===== src/rtl/mdu_iter.sv =====
// Iterative RV32M multiply/divide unit: shift-add multiply and restoring divide, one bit per cycle.
// Optional build macro FAST_MUL_EN: multiplies use a single-cycle combinational product.
module mdu_iter #(
    parameter int XLEN = 32
) (
    input  logic            clk,
    input  logic            reset,
    input  logic            start,
    input  logic [2:0]      funct3,
    input  logic [XLEN-1:0] SrcA,
    input  logic [XLEN-1:0] SrcB,
    output logic            busy,
    output logic            done,
    output logic [XLEN-1:0] Result
);

    localparam int CW = $clog2(XLEN) + 1;
    localparam logic [XLEN-1:0] MIN_NEG = {1'b1, {(XLEN-1){1'b0}}};

    typedef enum logic [1:0] {IDLE, CALC, DONE} state_t;

    state_t          state;
    logic [CW-1:0]   cnt;
    logic [2:0]      op;
    logic            a_neg;
    logic            b_neg;
    logic            short_hit;
    logic [XLEN-1:0] short_val;
    logic [XLEN-1:0] hi;
    logic [XLEN-1:0] lo;
    logic [XLEN-1:0] opnd;

    // Launch-time decode of the incoming operands.
    logic            in_mul;
    logic            in_a_signed;
    logic            in_b_signed;
    logic            in_a_neg;
    logic            in_b_neg;
    logic [XLEN-1:0] in_a_mag;
    logic [XLEN-1:0] in_b_mag;
    logic            in_div_zero;
    logic            in_ovf;
    logic [XLEN-1:0] in_short_val;

    always_comb begin
        in_mul       = ~funct3[2];
        in_a_signed  = in_mul ? (funct3 != 3'd3) : ~funct3[0];
        in_b_signed  = in_mul ? ~funct3[1] : ~funct3[0];
        in_a_neg     = in_a_signed & SrcA[XLEN-1];
        in_b_neg     = in_b_signed & SrcB[XLEN-1];
        in_a_mag     = in_a_neg ? (~SrcA + 1'b1) : SrcA;
        in_b_mag     = in_b_neg ? (~SrcB + 1'b1) : SrcB;
        in_div_zero  = ~in_mul & (SrcB == '0);
        in_ovf       = ~in_mul & ~funct3[0] & (SrcA == MIN_NEG) & (SrcB == '1);
        // funct3[1] selects remainder (REM/REMU) over quotient (DIV/DIVU).
        if (in_div_zero)
            in_short_val = funct3[1] ? SrcA : '1;
        else
            in_short_val = funct3[1] ? '0 : MIN_NEG;
    end

    // One iteration step of each datapath.
    logic [XLEN:0]   mul_sum;
    logic [XLEN:0]   div_tmp;
    logic            div_ge;
    logic [XLEN-1:0] div_sub;

    always_comb begin
        mul_sum = {1'b0, hi} + (lo[0] ? {1'b0, opnd} : '0);
        div_tmp = {hi, lo[XLEN-1]};
        div_ge  = (div_tmp >= {1'b0, opnd});
        div_sub = div_tmp[XLEN-1:0] - opnd;
    end

    // Sign fix-up and output selection at the end of an operation.
    logic [2*XLEN-1:0] mul_mag;
    logic [2*XLEN-1:0] prod_s;
    logic [XLEN-1:0]   quo;
    logic [XLEN-1:0]   rem;
    logic [XLEN-1:0]   final_val;
    logic              fast_done;

`ifdef FAST_MUL_EN
    logic [2*XLEN-1:0] fast_prod;
    // On the first CALC cycle lo still holds |B| and opnd holds |A|.
    assign fast_prod = {{XLEN{1'b0}}, opnd} * {{XLEN{1'b0}}, lo};
    assign mul_mag   = fast_prod;
    assign fast_done = ~op[2];
`else
    assign mul_mag   = {hi, lo};
    assign fast_done = 1'b0;
`endif

    always_comb begin
        prod_s = (a_neg ^ b_neg) ? (~mul_mag + 1'b1) : mul_mag;
        quo    = (a_neg ^ b_neg) ? (~lo + 1'b1) : lo;
        rem    = a_neg ? (~hi + 1'b1) : hi;
        if (short_hit)
            final_val = short_val;
        else if (~op[2])
            final_val = (op[1:0] == 2'd0) ? prod_s[XLEN-1:0] : prod_s[2*XLEN-1:XLEN];
        else
            final_val = op[1] ? rem : quo;
    end

    always_ff @(posedge clk or posedge reset) begin
        if (reset) begin
            state     <= IDLE;
            cnt       <= '0;
            op        <= '0;
            a_neg     <= 1'b0;
            b_neg     <= 1'b0;
            short_hit <= 1'b0;
            short_val <= '0;
            hi        <= '0;
            lo        <= '0;
            opnd      <= '0;
            busy      <= 1'b0;
            done      <= 1'b0;
            Result    <= '0;
        end else begin
            case (state)
                IDLE: begin
                    if (start) begin
                        state     <= CALC;
                        busy      <= 1'b1;
                        cnt       <= '0;
                        op        <= funct3;
                        a_neg     <= in_a_neg;
                        b_neg     <= in_b_neg;
                        short_hit <= in_div_zero | in_ovf;
                        short_val <= in_short_val;
                        hi        <= '0;
                        // Multiply: lo = multiplier, opnd = multiplicand.
                        // Divide:   lo = dividend (becomes quotient), opnd = divisor.
                        lo        <= in_mul ? in_b_mag : in_a_mag;
                        opnd      <= in_mul ? in_a_mag : in_b_mag;
                    end
                end
                CALC: begin
                    if (short_hit || fast_done || cnt == CW'(XLEN)) begin
                        Result <= final_val;
                        done   <= 1'b1;
                        state  <= DONE;
                    end else begin
                        if (~op[2]) begin
                            hi <= mul_sum[XLEN:1];
                            lo <= {mul_sum[0], lo[XLEN-1:1]};
                        end else begin
                            hi <= div_ge ? div_sub : div_tmp[XLEN-1:0];
                            lo <= {lo[XLEN-2:0], div_ge};
                        end
                        cnt <= cnt + 1'b1;
                    end
                end
                DONE: begin
                    done  <= 1'b0;
                    busy  <= 1'b0;
                    state <= IDLE;
                end
                default: begin
                    state <= IDLE;
                    busy  <= 1'b0;
                    done  <= 1'b0;
                end
            endcase
        end
    end

endmodule


===== config.mk =====
export PLATFORM = sky130hd
export DESIGN_NAME = mdu_iter
export DESIGN_NICKNAME = d
export VERILOG_FILES = /design/src/rtl/mdu_iter.sv
export SDC_FILE = /design/constraint.sdc
export NUM_CORES = 1
export LEC_CHECK = 0
export CAP_MARGIN = 10
export CORE_ASPECT_RATIO = 1.4
export CORE_MARGIN = 2
export CORE_UTILIZATION = 45
export CTS_CLUSTER_DIAMETER = 50
export CTS_CLUSTER_SIZE = 10
export DETAILED_ROUTE_END_ITERATION = 7
export HOLD_SLACK_MARGIN = 0.05
export PLACE_DENSITY_LB_ADDON = 0.08
export SLEW_MARGIN = 15
export SYNTH_ARGS = -nofsm -noshare
export SYNTH_HDL_FRONTEND = slang
export SYNTH_SLANG_ARGS = --single-unit

===== constraint.sdc =====
create_clock -name clk -period 5.7 [get_ports clk]
set_input_delay 1.14 -clock clk [delete_from_list [all_inputs] [get_ports clk]]
set_output_delay 1.14 -clock clk [all_outputs]
set_load 0.02 [all_outputs]

==> impl_metrics.yaml <==
synthesis:
  syn_avg_cell_area_sq_um: 7.617
  post-synth-top-count-cell: "nand2_1"
  ys_seq_area_share_pct: 27.06
  synth_area_leader_cell: "dfrtp_1"
  synth_edf_count: 0
  synth_ff_type: "dfrtp_1"
  synth_common_cells: "nand2_1 (223), a21oi_1 (210), o21ai_0 (189)"
  ys_warn_count: 0
  yosys.area.top_type_share_pct: 27.06
  postSynthCellCount: 2137
  ys_ff_latch: 176
  synth.distinct_cells: 80
  syn-num-nets: 2280
  syn-cell-area_sq_mm: 0.01628
  synthTopCellsByArea: "dfrtp_1 (27%), a21oi_1 (6.5%), o21ai_0 (5.8%)"
  synthArstFlopShare_pct: 100.0
hold_path:
  hold_depth: 2
  min_to: "short_val[15]"
  worstHoldStart: "short_val[15]"
  min_path_type: "reg2reg"
timing:
  setup_slack_ps: 1587
  tightest_slew_ps: 1136
  hold_viol: 0
  max_slew_margin_pct: 24.09
  fmax_mhz: 243.1
  finalCritPeriodShare_pct: 72.16
  rsz0062_at_grt: "false"
  maxSlewViolCount: 0
  setup_viol: 0
  tns_ps: 0
  fin_worst_skew_ps: 13.73
  period_needed_ps: 4113
power_and_ir_drop:
  finalPower_uw: 13100
  power_density_mw_per_mm2: 720.3
  leakage_uw: 0.007452
  ir_drop_v: 0.0003078
global_routing:
  grt_pass1_wl_um: 99060
  grt_util_all_layers_pct: 35.25
  grt_max_degree: 120
  antenna_found_initial: 0
  grt_pass1_vias: 15980
  grt-ovfl-total: 0
critical_path:
  cp.arrival_ps: 4440
  crit_fanout: 30
  critPathLaunch: "lo[0]"
  rr_worst_depth: 13
  r2r-end: "hi[28]"
  start_kind: "flop"
  rrSetupSlack_ps: 1590
  end_kind: "flop"
  crit_required_ps: 6030
  crit_type: "reg2reg"
  r2r_start: "lo[0]"
die:
  start_util_pct: 45.59
  dieArea_sq_mm: 0.03773
  std_cell_rows: 82
  chipWidth_um: 164.7
  io_pins: 104
  die_y_um: 229.0
  core_area_sq_mm: 0.03570
routing:
  vias: 16380
  drt_first_pass_iters: 6
  ant_nets: 0
  vias_per_cell: 6.269
  wl_um: 65970
  drt_iter0_drc: 1419
  drc_errors: 0
  avgRoutedWirePerCell_um: 25.25
clock_tree:
  cts_buffers: 17
  clockBufferDepth: 2
  cts.clk_slew.worst_paths_ps: 90
  clock_latency_ps: 480
  cts.repair.resized: 0
  htree_levels: 4
  cts_tree: "built"
  cts-root-buf: "clkbuf_16"
  ctsHoldBuffers: 0
  clock-sinks: 176
  postCtsSetupBuffers: 0
placed_design:
  gp_congestion: 1.037
  place_ws_ps: 1475
  dp_hpwl_um: 51280
  numPortBuffers: 103
run_status:
  status: "finished, final reports clean"
finish:
  antenna_cells: 0
  nets: 2281
  area_delta_synth_final_pct: 11.74
  drive_above_1_share_pct: 4.881
  n_fill_cell: 3611
run:
  cap_violations: 0
[worst max path at each step]
stage,end,slack (ps),depth (start not counted)
floorplan,Result[0],2310,1
global placement,lo[29],1480,10
detailed placement,lo[29],1480,10
CTS,hi[28],1610,13
global route,hi[28],1350,13
finish,hi[28],1590,13
[logic make-up after synthesis]
family                   synth area share, %
flip-flops                             27.06
buffers and inverters                  5.435
multiplexers                           3.744
AO/OA/AOI/OAI                          26.48
adder cells (fa/ha/maj)                5.704
XOR/XNOR                               10.49
AND/OR/NAND/NOR                        21.09
[state kept, by name, indices dropped and copies added (netlist names)]
signal     count
short_hit      1
done           1
lo            32
busy           1
short_val     32
state          2
op             3
b_neg          1
cnt            6
Result        32
hi            32
a_neg          1
opnd          32
[power by group]
group          total [uW]  internal [uW]  leakage (uW)  switching [uW]
clock network        1270            609      0.000304             663
logic                9150           3510       0.00494            5640
registers            2680           1770       0.00220             906
[placed cells by master, fill, tap and decap left out, types with 19 or more instances in the layout]
cell,netlist,final
xnor2_1,107,107
nor3_1,54,54
dfrtp_1,176,175
xor2_1,88,87
nand2_1,223,222
a21o_1,24,24
a21oi_1,210,210
nand3_1,56,56
o221ai_1,28,28
nor2b_1,39,38
buf_4,0,27
ha_1,71,71
o31ai_1,54,54
mux2i_1,53,53
inv_1,74,73
or3_1,23,23
o211ai_1,28,28
a31oi_1,22,22
nand2b_1,19,19
o21ai_0,189,189
nor2_1,175,173
nand4_1,24,24
clkdlybuf4s50_1,0,102
a211oi_1,21,21
[stage by stage]
| stage | utilization [%] | instance area (sq um) | instances | hold slack, ps |
|---|---|---|---|---|
| 5_1_grt | 50.94 | 18190 | 2613 | 505.3 |
| 3_5_place_dp | 49.17 | 17560 | 2581 | 462.7 |
| 4_1_cts | 50.94 | 18190 | 2613 | 480.3 |
| 6_report | 50.94 | 18190 | 2613 | 477.2 |
| 3_3_place_gp | 49.17 | 17550 | 2581 | 455.4 |
| 2_1_floorplan | - | 16280 | 2137 | 440.3 |
[worst max-delay path, stage by stage (launching register included)]
cell and delay (ps):
dfrtp_1 470, inv_1 110, buf_4 330, nor2_1 80, ha_1 250, a211oi_1 260, nor2_1 120, o31ai_1 630
o32ai_1 300, o21ai_0 550, nand2b_1 240, mux2_2 350, a21oi_1 140, o221ai_1 120
[layout make-up]
class | count | area [sq um] | area share, %
multi-input cells | 1734 | 11030 | 60.63
flip-flops and latches | 176 | 4405 | 24.22
repair buffers | 131 | 1249 | 6.866
well taps | 462 | 578.1 | 3.178
clock buffers | 17 | 425.4 | 2.339
inverters | 78 | 296.5 | 1.630
clock inverters | 15 | 206.4 | 1.135
[per-layer routing]
layer	track usage (%)	part of all wire, %	wire [um]	vias to the layer above
met5	0	0	0	-
met4	21.33	6.8	4513	0
met3	6.175	6.0	3933	174
met2	59.83	48	31950	625
met1	40.99	39	25570	7874
li1	-	-	-	7708
Note: power is estimated with default switching activity, not from simulation.
